===== config.mk =====
export PLATFORM = sky130hd
export DESIGN_NAME = alarm_tone_driver
export DESIGN_NICKNAME = d
export VERILOG_FILES = /design/src/rtl/alarm_tone_driver.sv
export SDC_FILE = /design/constraint.sdc
export NUM_CORES = 1
export LEC_CHECK = 0
export CELL_PAD_IN_SITES_DETAIL_PLACEMENT = 0
export CELL_PAD_IN_SITES_GLOBAL_PLACEMENT = 2
export CORE_ASPECT_RATIO = 2
export CORE_MARGIN = 8
export CORE_UTILIZATION = 25
export CTS_CLUSTER_SIZE = 14
export DETAILED_ROUTE_END_ITERATION = 7
export DONT_BUFFER_PORTS = 1
export HOLD_SLACK_MARGIN = 0.02
export PLACE_DENSITY_LB_ADDON = 0.2
export SLEW_MARGIN = 0
export SYNTH_ARGS = -nofsm -noshare
export SYNTH_HDL_FRONTEND = slang
export SYNTH_SLANG_ARGS = --single-unit

===== constraint.sdc =====
create_clock -name clk -period 6 [get_ports clk]
set_input_delay 1.2 -clock clk [delete_from_list [all_inputs] [get_ports clk]]
set_output_delay 1.2 -clock clk [all_outputs]
set_load 0.02 [all_outputs]

===== src/rtl/alarm_tone_driver.sv =====
// Alarm buzzer driver: beeps a square-wave tone in an on/off cadence while the alarm request is high.
// Optional ALARM_TWO_TONE_EN: odd beats use a doubled tone half-period (warble).
module alarm_tone_driver #(
    parameter int TONE_DIV      = 10_000,
    parameter int CADENCE_CYC   = 4_000_000,
    parameter int TIMEOUT_BEATS = 50,
    parameter int DEBOUNCE_CYC  = 200_000
) (
    input  logic clk,
    input  logic rst_n,
    input  logic alarm_in,
    input  logic stop_btn,
    output logic tone_out,
    output logic ringing
);

    // state    | meaning
    // IDLE     | no alarm request, buzzer quiet
    // RING     | beeping in on/off cadence
    // SILENCED | request still high but stopped by button or timeout

`ifdef ALARM_TWO_TONE_EN
    localparam int TONE_MAX = 2 * TONE_DIV;
`else
    localparam int TONE_MAX = TONE_DIV;
`endif
    localparam int TONE_W = (TONE_MAX > 1) ? $clog2(TONE_MAX) : 1;
    localparam int CAD_W  = (CADENCE_CYC > 1) ? $clog2(CADENCE_CYC) : 1;
    localparam int DEB_W  = (DEBOUNCE_CYC > 1) ? $clog2(DEBOUNCE_CYC) : 1;
    localparam int BEAT_W = $clog2(TIMEOUT_BEATS) + 1;

    localparam logic [CAD_W-1:0]  CAD_LAST  = CAD_W'(CADENCE_CYC - 1);
    localparam logic [DEB_W-1:0]  DEB_LAST  = DEB_W'(DEBOUNCE_CYC - 1);
    localparam logic [BEAT_W-1:0] BEAT_LAST = BEAT_W'(TIMEOUT_BEATS - 1);
    localparam logic [BEAT_W-1:0] BEAT_SAT  = '1;

    typedef enum logic [1:0] {
        IDLE     = 2'd0,
        RING     = 2'd1,
        SILENCED = 2'd2
    } state_t;

    state_t state, state_nx;

    logic alarm_s1, alarm_s2, alarm_d;
    logic stop_s1, stop_s2, stop_db, stop_db_d;
    logic [DEB_W-1:0]  deb_cnt;
    logic [CAD_W-1:0]  cad_cnt;
    logic [BEAT_W-1:0] beat_cnt;
    logic [TONE_W-1:0] tone_cnt;
    logic [TONE_W-1:0] tone_last;
    logic off_half;

    logic alarm_rise, stop_press, cad_wrap, timeout;

    always_ff @(posedge clk or negedge rst_n) begin
        if (!rst_n) begin
            alarm_s1  <= 1'b0;
            alarm_s2  <= 1'b0;
            alarm_d   <= 1'b0;
            stop_s1   <= 1'b0;
            stop_s2   <= 1'b0;
            stop_db   <= 1'b0;
            stop_db_d <= 1'b0;
            deb_cnt   <= '0;
        end else begin
            alarm_s1  <= alarm_in;
            alarm_s2  <= alarm_s1;
            alarm_d   <= alarm_s2;
            stop_s1   <= stop_btn;
            stop_s2   <= stop_s1;
            stop_db_d <= stop_db;
            // debounced level follows only after DEBOUNCE_CYC consecutive differing samples
            if (stop_s2 == stop_db) begin
                deb_cnt <= '0;
            end else if (deb_cnt == DEB_LAST) begin
                stop_db <= stop_s2;
                deb_cnt <= '0;
            end else begin
                deb_cnt <= deb_cnt + 1'b1;
            end
        end
    end

    assign alarm_rise = alarm_s2 & ~alarm_d;
    assign stop_press = stop_db & ~stop_db_d;
    assign cad_wrap   = (cad_cnt == CAD_LAST);
    assign timeout    = cad_wrap & off_half & (beat_cnt == BEAT_LAST);

`ifdef ALARM_TWO_TONE_EN
    assign tone_last = beat_cnt[0] ? TONE_W'(2 * TONE_DIV - 1) : TONE_W'(TONE_DIV - 1);
`else
    assign tone_last = TONE_W'(TONE_DIV - 1);
`endif

    always_ff @(posedge clk or negedge rst_n) begin
        if (!rst_n) begin
            state <= IDLE;
        end else begin
            state <= state_nx;
        end
    end

    always_comb begin
        state_nx = state;
        case (state)
            IDLE: begin
                if (alarm_rise) state_nx = RING;
            end
            RING: begin
                if (!alarm_s2) state_nx = IDLE;
                else if (stop_press || timeout) state_nx = SILENCED;
            end
            SILENCED: begin
                if (!alarm_s2) state_nx = IDLE;
            end
            default: state_nx = IDLE;
        endcase
    end

    always_ff @(posedge clk or negedge rst_n) begin
        if (!rst_n) begin
            ringing  <= 1'b0;
            tone_out <= 1'b0;
            cad_cnt  <= '0;
            beat_cnt <= '0;
            tone_cnt <= '0;
            off_half <= 1'b0;
        end else begin
            ringing <= (state_nx == RING);
            // everything held cleared outside RING, which also gives a clean start on entry
            if (state != RING || state_nx != RING) begin
                cad_cnt  <= '0;
                beat_cnt <= '0;
                tone_cnt <= '0;
                off_half <= 1'b0;
                tone_out <= 1'b0;
            end else if (cad_wrap) begin
                cad_cnt  <= '0;
                off_half <= ~off_half;
                if (off_half && beat_cnt != BEAT_SAT) beat_cnt <= beat_cnt + 1'b1;
                tone_cnt <= '0;
                tone_out <= 1'b0;
            end else begin
                cad_cnt <= cad_cnt + 1'b1;
                if (!off_half) begin
                    if (tone_cnt == tone_last) begin
                        tone_cnt <= '0;
                        tone_out <= ~tone_out;
                    end else begin
                        tone_cnt <= tone_cnt + 1'b1;
                    end
                end
            end
        end
    end

endmodule


==> Word level (Yosys, flattened, before mapping) <==
Cells that the tools add are included.
{ "totals": {"out_inout_bits": 2, "inputBits": 4, "word_cells": 72, "reg_bits": 73} }
{ "op_classes": {"n_reduce_logical": 10, "add_sub_neg": 4, "eq_ne": 12, "bitwise_logic": 9, "mux": 22} }
{ "op_table": {"columns": ["operator", "n"], "rows": [
  ["two-way mux 14 bit", 4],
  ["two-way mux 22 bit", 2],
  ["two-way mux 18 bit", 2],
  ["adder 22 x 1 -> 22 bit (second input constant)", 1],
  ["equality test 22 bit (second input constant)", 1],
  ["two-way mux 7 bit", 3],
  ["adder 18 x 1 -> 18 bit (second input constant)", 1],
  ["equality test 18 bit (second input constant)", 1],
  ["adder 14 x 1 -> 14 bit (second input constant)", 1],
  ["equality test 14 bit (second input constant)", 1],
  ["two-way mux 2 bit", 4],
  ["adder 7 x 1 -> 7 bit (second input constant)", 1],
  ["equality test 7 x 6 -> 1 bit (second input constant)", 1],
  ["!= test 7 bit (second input constant)", 1],
  ["two-way mux 1 bit", 6],
  ["case mux 2 bit (3 select lines)", 1],
  ["AND reduction 2 bit", 3],
  ["NOT 1 bit", 5],
  ["bitwise AND 1 bit", 4],
  ["equality test 2 x 1 -> 1 bit (second input constant)", 2],
  ["!= test 2 x 1 -> 1 bit (second input constant)", 2],
  ["nonzero test 2 bit", 2],
  ["!= test 3 x 1 -> 1 bit (second input constant)", 1],
  ["nonzero test 3 bit", 1],
  ["5 further kinds", 6]
]} }

==> Longest topological paths before layout <==
{ "logic_depth": {"word_depth": 11, "mapped_depth": 8, "ltp_nobuf": 7} }

==> Least setup slack after synthesis <==
Ideal clock, no wire load.
{ "synth_path": {"path_kind": "register to register", "startpoint": "register cad_cnt[9]", "endpoint": "register tone_cnt[7]", "path_buffers": 2, "path_slack_ps": 4068, "stages_incl_launch_ff": 8, "synth_period_minus_slack_ps": 1932, "arrival_ps": 1813, "cell_sequence": "dfrtp_1 -> or4_4 -> nor4_1 -> a31o_1 -> buf_6 -> or2_1 -> buf_4 -> nor2_1"} }
{ "synth_between": {"elab_chain_len": 10} }
{ "synth_lines": {"columns": ["element", "line_no", "rtl"], "rows": [
  ["from (decl)", "48", "logic [CAD_W-1:0] cad_cnt;"],
  ["from (signal assigned)", "145", "cad_cnt <= cad_cnt + 1'b1;"],
  ["equality test 22 bit (*)", "87", "assign cad_wrap = (cad_cnt == CAD_LAST);"],
  ["bitwise AND 1 bit (2 in a row)", "88", "assign timeout = cad_wrap & off_half & (beat_cnt == BEAT_LAST);"],
  ["logical OR 1 bit", "112", "else if (stop_press || timeout) state_nx = SILENCED;"],
  ["two-way mux 2 bit", "112", null],
  ["two-way mux 2 bit", "111", "if (!alarm_s2) state_nx = IDLE;"],
  ["case mux 2 bit (3 select lines)", "106", "case (state)"],
  ["!= test 2 x 1 -> 1 bit", "132", "if (state != RING || state_nx != RING) begin"],
  ["logical OR 1 bit", "132", null],
  ["!= test 3 x 1 -> 1 bit (no source line) or two-way mux 14 bit (tied branches)", null, null],
  ["to (signal assigned)", "151", "tone_cnt <= tone_cnt + 1'b1;"],
  ["to (decl)", "50", "logic [TONE_W-1:0] tone_cnt;"]
]} }
Mark *: on every way between the ends. The rest lies on a longest branch, timed or not.
A chain may end at the register's enable or synchronous reset.

==> Worst setup path in the final report <==
{ "layout_path": {"startpoint": "register cad_cnt[0]", "endpoint": "register tone_cnt[10]"} }
The elaborated chain is that of the path after synthesis.

==> qor.txt <==
Synth top cells by count -> 73 x dfrtp_1, 60 x nor2_1, 37 x xor2_1
Cell Pwr Density -> 255 nW/um^2
Hold slack final -> 0.350 ns
Delay-heaviest family, CP -> simple AND/OR/NAND/NOR gates
Crit path top cell by count -> nor2_1
Area Growth Syn to Fin -> 12.5%
Final instance area -> 3970 sq um
Die X -> 100 um
Leakage power -> 1.63 nW
Post-place instance area -> 3710 sq um
Critical Path RT -> 6.21 ns
# DRC -> 0
Total track usage -> 9.81%
CP Class -> flop to flop
Worst-skew pair later-pin latency -> 0.33 ns
Area share of the largest cell type after synthesis -> 51.7%
EDFF count, synth -> 0
Met2 Use GR -> 19.8%
Overall Power -> 1.01 mW
WP depth -> 7
I/O pin count -> 6
CTS clk-pin slew, worst paths -> 0.06 ns
CP endpoint kind -> flop
Antenna Cells -> 0
Worst Tran Pin Value -> 0.847 ns
Post-synth top area cell -> dfrtp_1
Worst Path Buf+Inv -> 1
Initial antenna violation count -> 0
Synth Register Bits -> 73
Final core occ -> 28.6%
Die ar. -> 18400 sq um
WL per Instance -> 15.5 um
Pins Over Slew Limit -> 0
Starting Density -> 25.4%
H-tree levels -> 3
Syn Area/Cell -> 9.95 sq um
NumNets Final -> 364
FF-to-FF path depth -> 7
Unrepaired setup endpoints after global routing -> false
Setup WS pre-CTS -> 3.25 ns
Dpl cells -> 533
Share of layout cells above drive strength 1 -> 6.11%
GPL Wtd Cong -> 0.731
Fmax -> 0.374 GHz
Area of the core -> 13900 sq um
Outcome -> finished, final reports clean
CTS sink cnt -> 73
Slew headroom -> 43.0%
Setup TNS -> 0 ns
Synth warn -> 0
R2R Path Start -> cad_cnt[0]
M3 GR Usage -> 2.00%
Std-Cell Rows -> 61
Max stage delay on crit path -> 0.53 ns
Post-route setup slack -> 3.32 ns
First-pass GRT wire length -> 13800 um
ANT nets after route -> 0
CP max FO -> 18
Final Hold Fails -> 0
Peak supply drop -> 122 uV
1st-pass router iterations -> 4
Worst path arrival time -> 2.88 ns
Post-Layout Cell Count -> 549
Worst Skew -> 0.00685 ns
Crit-path cells -> ha_1, nand4_1, nor2_1, a31o_1, buf_4, or2_1, nor2_1
CTS tree -> yes
Hold_buf cts -> 0
I/O Buffers -> 0
Root Buffer -> clkbuf_16
Distinct cells, synth -> 42
Async SR Flop Fraction -> 100%
Crit path capture -> tone_cnt[10]
Worst Setup Start Kind -> flop
Drt total wl -> 8510 um
Slowest CP cell -> nor2_1
Global routing's busiest layer -> met2
Crit path from -> cad_cnt[0]
Hpwl dp -> 5990 um
Hold Path Class -> flop to flop
Mapped Cells -> 355
Flop2flop setup slack -> 3.32 ns
Die H -> 184 um
Prevailing post-synth register cell -> dfrtp_1
Post-CTS setup buffers -> 0
Largest net degree at the start of global routing -> 74
TritonCTS Buffers -> 9
CTS max path bufs -> 2
Most numerous cell in the Yosys netlist -> dfrtp_1
Largest cells by area after synthesis -> dfrtp_1 52%, xor2_1 9.2%, nor2_1 6.4%
GR Layer Usage met1 -> 8.89%
1st-iter DRT viols -> 78
Post-synth net total -> 364
Post-CTS resize count -> 0
Routed vias -> 2521
Max Cap Viol -> 0
Routed vias/inst -> 4.59
Final setup fails -> 0
Cell area after synthesis -> 3530 sq um
Clock period minus worst slack -> 2.68 ns
Seq/Total Area, Yosys -> 51.7%
Fin crit share -> 44.6%
RR Endpoint -> tone_cnt[10]
Vias in the first global route -> 2681
Grt ovf -> 0
[worst reg2reg max path, stage by stage (launching register included)]
cell and delay [ns]:
dfrtp_1 0.38, ha_1 0.22, nand4_1 0.20, nor2_1 0.53, a31o_1 0.50, buf_4 0.32, or2_1 0.31, nor2_1 0.09
[power by group]
group | internal [mW] | switching (mW) | total, mW
Clock | 0.279 | 0.210 | 0.488
Combinational | 0.00634 | 0.0141 | 0.0205
Sequential | 0.499 | 0.00684 | 0.505
[layer usage]
layer	share of wire, %	up-vias
met2	60	17
li1	-	1218
met5	0	-
met3	1.6	8
met1	37	1278
met4	1.4	0
[layout by cell type (no fill, tap or decap), types with 4 or more instances in the layout]
master      n
xor2_1     37
a21oi_1    10
and4_1      5
nand4_1    19
inv_1      10
xnor2_1    13
nand3_1    24
nor3_1      6
and3_1     13
dfrtp_1    73
nor2_1     60
o21ai_0     4
ha_1        5
clkbuf_16   9
or3_1       6
nand2_1    24
[layout make-up]
class	instances	area (sq um)
clock inverters	5	32.5
clock buffers	11	233
inverters	10	37.5
multi-input cells	260	1600
well taps	189	236
flip-flops and latches	73	1830
fillers	1531	9920
repair buffers	1	7.51
[logic make-up (layout without fill, tap and decap cells)]
| group | Yosys count | after routing | share of synthesized area (%) |
|---|---|---|---|
| muxes | 2 | 2 | 0.602 |
| AOI/OAI and AO/OA | 21 | 21 | 3.65 |
| adders and majority gates | 5 | 5 | 1.77 |
| and+or+nand+nor | 182 | 182 | 26.9 |
| buffers and inverters | 22 | 27 | 3.01 |
| xor gates and xnor gates | 50 | 50 | 12.4 |
| DFF | 73 | 73 | 51.7 |
[sequential cells by signal (all words and copies together), names as in the netlist, 2 cells and up]
name	count
cad_cnt	22
deb_cnt	18
tone_cnt	14
beat_cnt	7
state	2
[worst min path at each step]
| stage | startpoint | end | slack [ns] | cells past startpoint |
|---|---|---|---|---|
| 6_report | stop_s1 | stop_s2 | 0.35 | 0 |
| 4_1_cts | stop_s1 | stop_s2 | 0.35 | 0 |
| 3_5_place_dp | stop_s1 | stop_s2 | 0.34 | 0 |
| 2_1_floorplan | alarm_s1 | alarm_s2 | 0.33 | 0 |
| 3_3_place_gp | stop_s1 | stop_s2 | 0.34 | 0 |
| 5_1_grt | stop_s1 | stop_s2 | 0.36 | 0 |
(Power assumes the default switching activity.)
